`config.mk`:
```
export PLATFORM = sky130hd
export DESIGN_NAME = time_counter
export DESIGN_NICKNAME = d
export VERILOG_FILES = /design/src/rtl/time_counter_pkg.sv /design/src/rtl/time_counter_bcd_wrap_counter.sv /design/src/rtl/time_counter.sv
export SDC_FILE = /design/constraint.sdc
export NUM_CORES = 1
export LEC_CHECK = 0
export BUFFER_PORTS_ARGS = -buffer_cell sky130_fd_sc_hd__buf_2
export CAP_MARGIN = 20
export CORE_ASPECT_RATIO = 0.9
export CORE_MARGIN = 8
export CORE_UTILIZATION = 60
export DETAILED_ROUTE_END_ITERATION = 6
export PLACE_DENSITY = 0.91
export REMOVE_ABC_BUFFERS = 1
export SLEW_MARGIN = 15
export SYNTH_ARGS = -nofsm -noshare
export SYNTH_HDL_FRONTEND = slang
export SYNTH_SLANG_ARGS = --single-unit
```
`constraint.sdc`:
```
create_clock -name clk -period 3.93 [get_ports clk]
set_input_delay 0.1965 -clock clk [delete_from_list [all_inputs] [get_ports clk]]
set_output_delay 0.1965 -clock clk [all_outputs]
set_load 0.03 [all_outputs]
```
`src/rtl/time_counter_pkg.sv`:
```
// Shared constants and BCD step helper for the
// time-of-day counter.
package time_counter_pkg;

  localparam logic [7:0] SEC_MAX  = 8'h59;
  localparam logic [7:0] MIN_MAX  = 8'h59;
  localparam logic [7:0] HOUR_MAX = 8'h23;

  localparam int CLK_DIV_DEF = 50_000_000;

  // Max is tested before the digit rule so 23 wraps
  // while 19 still carries into 20.
  function automatic logic [7:0] bcd_next(
    input logic [7:0] v,
    input logic [7:0] max
  );
    logic [7:0] n;
    if (v >= max)
      n = 8'h00;
    else if (v[3:0] >= 4'd9)
      n = {v[7:4] + 4'd1, 4'd0};
    else
      n = {v[7:4], v[3:0] + 4'd1};
    return n;
  endfunction

endpackage

```
`src/rtl/time_counter_bcd_wrap_counter.sv`:
```
// Two-digit BCD counter with wrap at MAX and a
// registered one-cycle wrap pulse.
module bcd_wrap_counter
  import time_counter_pkg::*;
#(
  parameter logic [7:0] MAX = SEC_MAX
) (
  input  logic       clk,
  input  logic       reset,
  input  logic       clr,
  input  logic       inc,
  output logic [7:0] value,
  output logic       wrap
);

  logic [7:0] r_value;
  logic       r_wrap;

  always_ff @(posedge clk or negedge reset) begin
    if (!reset) begin
      r_value <= 8'h00;
      r_wrap  <= 1'b0;
    end else if (clr) begin
      r_value <= 8'h00;
      r_wrap  <= 1'b0;
    end else begin
      r_wrap <= 1'b0;
      if (inc) begin
        r_value <= bcd_next(r_value, MAX);
        r_wrap  <= (r_value == MAX);
      end
    end
  end

  assign value = r_value;
  assign wrap  = r_wrap;

endmodule

```
`src/rtl/time_counter.sv`:
```
// Clock fields with tick edge detect, independent
// BCD counters and a 1 Hz prescaler.
module time_counter
  import time_counter_pkg::*;
#(
  parameter int CLK_DIV  = CLK_DIV_DEF,
  parameter bit EDGE_RST = 1'b1
) (
  input  logic       clk,
  input  logic       reset,
  input  logic       clr,
  input  logic       tick_s,
  input  logic       tick_m,
  input  logic       tick_h,
  output logic [7:0] hour,
  output logic [7:0] minute,
  output logic [7:0] second,
  output logic       sbit,
  output logic       mbit,
  output logic       pulse_1hz
);

  localparam int CW =
    (CLK_DIV > 1) ? $clog2(CLK_DIV) : 1;
  localparam logic [CW-1:0] CNT_LAST =
    CW'(CLK_DIV - 1);

  // bit order {h, m, s}
  logic [2:0]    r_tick_q;
  logic [2:0]    r_tick_p;
  logic [2:0]    w_inc;
  logic [CW-1:0] r_cnt;
  logic          w_hour_wrap_unused;

  always_ff @(posedge clk or negedge reset) begin
    if (!reset) begin
      r_tick_q <= {3{EDGE_RST}};
      r_tick_p <= {3{EDGE_RST}};
    end else begin
      r_tick_q <= {tick_h, tick_m, tick_s};
      r_tick_p <= r_tick_q;
    end
  end

  assign w_inc = r_tick_q & ~r_tick_p;

  always_ff @(posedge clk or negedge reset) begin
    if (!reset)
      r_cnt <= '0;
    else if (r_cnt == CNT_LAST)
      r_cnt <= '0;
    else
      r_cnt <= r_cnt + CW'(1);
  end

  assign pulse_1hz = (r_cnt == CNT_LAST);

  bcd_wrap_counter #(.MAX(SEC_MAX)) u_sec (
    .clk   (clk),
    .reset (reset),
    .clr   (clr),
    .inc   (w_inc[0]),
    .value (second),
    .wrap  (sbit)
  );

  bcd_wrap_counter #(.MAX(MIN_MAX)) u_min (
    .clk   (clk),
    .reset (reset),
    .clr   (clr),
    .inc   (w_inc[1]),
    .value (minute),
    .wrap  (mbit)
  );

  // Hour rollover is silent at the top level.
  bcd_wrap_counter #(.MAX(HOUR_MAX)) u_hour (
    .clk   (clk),
    .reset (reset),
    .clr   (clr),
    .inc   (w_inc[2]),
    .value (hour),
    .wrap  (w_hour_wrap_unused)
  );

endmodule

```
==> out/metrics.cfg, run 1 <==
[outcome]
status=finished, violations left
violations=hold timing

[placed_design]
dp_hpwl_um=3876
io_buffers=32
place_ws_ns=1.552
globalplace.congestion=0.8135
dp.cells=365
dpl-instance-area_sq_um=3068

[detailed_routing]
drc=0
first_pass_iters=4
m1WireLength_um=2429
vias=2135
wl_met2_um=2625
wl_met3_um=356
first_iter_violations=107
wire_per_inst_um=14.28
via_per_inst=5.560
routed.top_layer=met4
drtAntennaViolNets=0
drt-total-wl_um=5484

[sta]
worstMarginPinSlew_ns=0.7120
final_hold_viol_count=4
fmax_ghz=0.3889
holdWs_ns=-0.002468
worst_slack_ns=1.359
tns_ns=0
rsz0062_at_grt=no
slew_viol_final=0
fin_crit_ns=2.571
setup_violations=0
slew_headroom=0.5218
finClkSkew_ns=0.01014
finalCritPeriodShare=0.6543

[synth]
syn_area_sq_um=2849
synth_area_per_cell_sq_um=10.36
synthFlopType=dfrtp_1
synth_edf_count=0
synthArstFlopShare=1.000
synth_cells=275
seq_area_frac_synth=0.5121
ys_seq_elements=58
yosysUniqueCellTypes=43
synth_warnings=0

[layout]
seq_area_sq_um=1459
syn_to_final_growth_pct=14.36
layout-drive-gt1-share=0.1708
instances_no_fill=384
nFillCells=341
diodes=0
final_nets=339
fin_area_sq_um=3258
fin_util=0.7211
multiInputGateArea_sq_um=1315

[setup_path]
crit_fanout=4
arrival_ns=2.37
worstSetupStartpointType=register
path_class=reg2out
required_ns=3.73
end_kind=output port

[cts]
clockBufferDepth=2
holdBufCountCts=3
cts_resized=0
cts_buffers=9
cts.reportedPaths.clkPinSlew_ns=0.06
postCtsSetupRepairBufs=0
cts_num_sinks=58
clock_latency_ns=0.34
clockRootBuffer=clkbuf_8
htreeDepth=3
cts_tree=done

[floorplan]
fp.dieW_um=88.64
row_count=23
coreArea_sq_um=4518
die_y_um=81.37
ios=33
start_util=0.6306
dieArea_sq_um=7212

[run]
drv_cap=0

[hold_path]
hp-class=in2async

[pwr]
p_switching_mw=0.3176
p_int_mw=0.9024
power_frac_seq=0.520
comb_power_share=0.099
p_sw_frac=0.2603
leakage_nw=1.580
power_density_nw_per_um2=374.4
pwr-share-clk=0.382
ir_drop_mv=0.3563
power.total_mw=1.220

[global_route]
gr-total-overflow=0
grt_max_degree=59
grt_usage=0.1714
grt_pass1_vias=2089
grt_pass1_wl_um=9522
antenna_found_initial=0

## worst max-delay path, cell delays in order (launching register included)
cell	delay, ns
dfrtp_1	0.40
or4b_1	0.54
or4_4	0.53
nor4_2	0.30
buf_2	0.26
## final timing paths
check,from,depth (start not counted),slack (ns),to
worst max-delay path,r_cnt[10],4,1.36,pulse_1hz
worst min-delay path,reset,2,-0.002,u_sec.value[2]
worst max register to register,r_cnt[10],4,1.55,r_cnt[20]
worst min register to register,r_tick_q[0],0,0.36,r_tick_p[0]
max in group asynchronous,reset,2,3.47,r_cnt[11]
min in group clk,clr,2,0.18,u_sec.wrap
## synthesized netlist by cell type, drive strengths merged (6+ instances only)
library cell,n,area (sq um)
inv,13,48.80
and3,7,43.79
ha,16,200.2
nand2,23,86.33
dfrtp,52,1301
xor2,9,78.83
nor2,24,90.09
nand3,16,80.08
nor2b,8,50.05
and2,9,56.30
nand4,6,37.54
o21ai,19,95.09
xnor2,14,122.6
dfstp,6,157.7
## metal layers
metal / global-route usage / vias up
met5: 0 / -
met4: 0.06071 / 0
met3: 0.06552 / 8
met2: 0.2694 / 59
met1: 0.2105 / 1026
li1: - / 1042
## final cells by class
type,count,share of cell area
repair buffers,36,0.06068
inverters,13,0.01498
multi-input cells,199,0.4036
clock buffers,16,0.04916
well taps,62,0.02381
flip-flops and latches,58,0.4478
## power by group through the flow
stage	Sequential (mW)	Combinational (mW)	Clock [mW]
after floorplan	0.668	0.0494	0
after global placement	0.644	0.114	0
after detailed placement	0.645	0.119	0
after CTS	0.634	0.123	0.478
after global routing	0.637	0.137	0.501
final	0.634	0.120	0.465
## kinds of logic (layout without fill, tap and decap cells)
logic type      after synthesis  after routing  share of synthesized area
simple gates                122            122                     0.2376
mux                           2              2                   0.007027
xor+xnor                     23             23                    0.07071
fa+ha+maj                    16             16                    0.07027
compound gates               36             36                    0.07598
flops                        58             58                     0.5121
buf+inv                      18             65                    0.02635
## state kept, by name, summed over array words and instances, names as in the netlist
name          cells
u_min.value       8
r_cnt            26
u_hour.value      8
r_tick_q          3
u_sec.wrap        1
r_tick_p          3
u_min.wrap        1
u_sec.value       8
## placed cells by master, fill, tap and decap left out, types with 2 or more instances in the layout
master         netlist  final
a21oi_1              4      4
a41oi_1              2      2
and2_1               9      9
and3_1               7      7
and4_1               5      5
buf_2                0     32
clkbuf_1             4      6
clkbuf_8             0     10
dfrtp_1             52     52
dfstp_2              6      6
dlygate4sd3_1        0      3
ha_1                16     16
inv_1               13     13
mux2i_1              2      2
nand2_1             23     23
nand2b_1             5      5
nand3_1             16     16
nand4_1              6      6
nor2_1              24     24
nor2b_1              8      8
nor3_1               4      4
nor4_1               3      3
o21ai_0             19     19
o22ai_1              2      2
o31ai_1              3      3
xnor2_1             14     14
xor2_1               9      9
Power figures use the tool's default switching activity.
==> run 2: changes to the inputs <==
--- a/config.mk
+++ b/config.mk
@@ -9,9 +9,9 @@
 export CAP_MARGIN = 20
 export CORE_ASPECT_RATIO = 0.9
 export CORE_MARGIN = 8
-export CORE_UTILIZATION = 60
+export CORE_UTILIZATION = 52
 export DETAILED_ROUTE_END_ITERATION = 6
-export PLACE_DENSITY = 0.91
+export PLACE_DENSITY = 0.84
 export REMOVE_ABC_BUFFERS = 1
 export SLEW_MARGIN = 15
 export SYNTH_ARGS = -nofsm -noshare
==> constraint.sdc (replaced) <==
create_clock -name clk -period 2.3 [get_ports clk]
set_input_delay 0.115 -clock clk [delete_from_list [all_inputs] [get_ports clk]]
set_output_delay 0.115 -clock clk [all_outputs]
set_load 0.03 [all_outputs]
==> out/metrics.cfg, run 2 (same netlist as run 1, synthesis figures left out) <==
[sta]
fin_crit_ns=2.261
worstMarginPinSlew_ns=0.7455  ; +0.03355 ns
fmax_ghz=0.4424
tns_ns=0  ; unchanged
finalCritPeriodShare=0.9828
setup_violations=0  ; unchanged
holdWs_ns=0.09116  ; +0.09362 ns
slew_viol_final=0  ; unchanged
worst_slack_ns=0.03950  ; -1.319 ns
finClkSkew_ns=0.01267  ; +0.002529 ns
final_hold_viol_count=0  ; -4
slew_headroom=0.5030  ; -0.01880
rsz0062_at_grt=yes

[detailed_routing]
drt-total-wl_um=5654  ; +3.1%
drtAntennaViolNets=0  ; unchanged
vias=2147  ; +0.56%
first_iter_violations=77  ; -28%
wire_per_inst_um=14.24  ; -0.28%
drc=0  ; unchanged
first_pass_iters=5  ; +1
via_per_inst=5.408  ; -2.7%

[floorplan]
fp.dieW_um=94.02  ; +6.1%
dieArea_sq_um=8106  ; +12%
row_count=25  ; +8.7%
die_y_um=86.22  ; +6.0%
start_util=0.5389  ; -0.09164
coreArea_sq_um=5286  ; +17%
ios=33  ; unchanged

[setup_path]
path_depth=4  ; unchanged
crit_chain=or4b_4 -> or4_4 -> nor4_4 -> buf_6
r2r_setup_slack_ns=0.23  ; -1.32 ns
slowest_delay_ns=0.54  ; about the same
crit_fanout=4  ; unchanged
path_delay_family=simple AND/OR/NAND/NOR gates
timing.rr.start=r_cnt[10]
path_class=reg2out
cp_slowest_cell=or4b_4
r2r_cells=5  ; +1
worstSetupEndpoint=pulse_1hz
worstSetupStartpointType=register
arrival_ns=2.15  ; -0.22 ns
crit_path_start=r_cnt[10]
end_kind=output port
required_ns=2.18  ; -1.55 ns
worstReg2RegEnd=r_cnt[20]
crit_buf_inv=1  ; unchanged

[layout]
final_common_cell=dfrtp_1
final_nets=347  ; +2.4%
diodes=0  ; unchanged
seq_area_sq_um=1459  ; unchanged
fin_area_sq_um=3405  ; +4.5%
largest_reg_flops=26  ; unchanged
final_cell_mix=dfrtp_1, buf_2, nor2_1, nand2_1, o21ai_0
largest-register=r_cnt
instances_no_fill=397  ; +3.4%
nFillCells=449  ; +32%
layout-drive-gt1-share=0.2061  ; +0.03525
fin_util=0.6440  ; -0.07711
syn_to_final_growth_pct=19.50
multiInputGateArea_sq_um=1328  ; +0.95%

[placed_design]
globalplace.congestion=0.8005  ; -1.6%
dp_hpwl_um=4052  ; +4.6%
place_ws_ns=0.1462  ; -1.406 ns
dpl-instance-area_sq_um=3119  ; +1.7%
io_buffers=32  ; unchanged
dp.cells=376  ; +3.0%

[cts]
clockBufferDepth=2  ; unchanged
htreeDepth=3  ; unchanged
clockRootBuffer=clkbuf_8
cts.reportedPaths.clkPinSlew_ns=0.07  ; about the same
cts_tree=done
cts_num_sinks=58  ; unchanged
cts_buffers=9  ; unchanged
clock_latency_ns=0.34  ; about the same

[outcome]
status=completed

[hold_path]
hp-class=in2reg
min_delay_path_depth=2
hp-start=clr

[global_route]
antenna_found_initial=0  ; unchanged
grt_max_degree=35  ; -41%
grt_usage=0.1540  ; -0.01737
grt_pass1_vias=2155  ; +3.2%
grt_pass1_wl_um=9873  ; +3.7%
gr-total-overflow=0  ; unchanged

[pwr]
leakage_nw=1.671  ; +5.7%
power_density_nw_per_um2=685.3  ; +83%
power.total_mw=2.333  ; +91%
ir_drop_mv=0.5735  ; +61%

[run]
drv_cap=0  ; unchanged

==> run 2: metal layers <==
metal | wire length [um] | part of all wire | track usage | up-vias
met2 | 2738 | 0.48 | 0.2422 | 39
met3 | 351 | 0.062 | 0.06131 | 6
li1 | - | - | - | 1057
met5 | 0 | 0 | 0 | -
met1 | 2492 | 0.44 | 0.1856 | 1045
met4 | 72 | 0.013 | 0.05612 | 0
==> run 2: layout make-up <==
cell class,count,area share
clock inverters,5,0.02279
well taps,67,0.02462
inverters,13,0.01433
multi-input cells,199,0.3899
repair buffers,44,0.07828
clock buffers,11,0.04153
flip-flops and latches,58,0.4285
==> run 2: how the worst min path moves through the flow <==
stage	to	slack, ns
after floorplan	r_cnt[0]	-0.18
after global placement	u_sec.value[1]	0.22
after detailed placement	u_sec.value[1]	0.22
after CTS	u_sec.wrap	0.07
after global routing	u_sec.wrap	0.08
final	u_sec.wrap	0.09
==> run 2: repair_timing <==
action,CTS,global route
buffers inserted,1,0
setup endpoints to repair,1,1
pin swaps,2,0
endpoints found under the hold margin,32,0
gates resized for setup,2,2
hold buffers,4,0
==> run 2: report_power, final <==
| part | leakage, nW | switching (mW) | internal (mW) |
|---|---|---|---|
| Clock | 0.109 | 0.403 | 0.636 |
| Sequential | 0.768 | 0.0321 | 1.05 |
| Combinational | 0.793 | 0.139 | 0.0714 |
| Total | 1.67 | 0.574 | 1.76 |
==> run 2: worst register-to-register path, stage by stage, from the launching register on <==
cell	delay (ns)
dfrtp_1	0.42
or4b_4	0.54
or4_4	0.47
nor4_4	0.22
buf_4	0.23
nor3_1	0.08
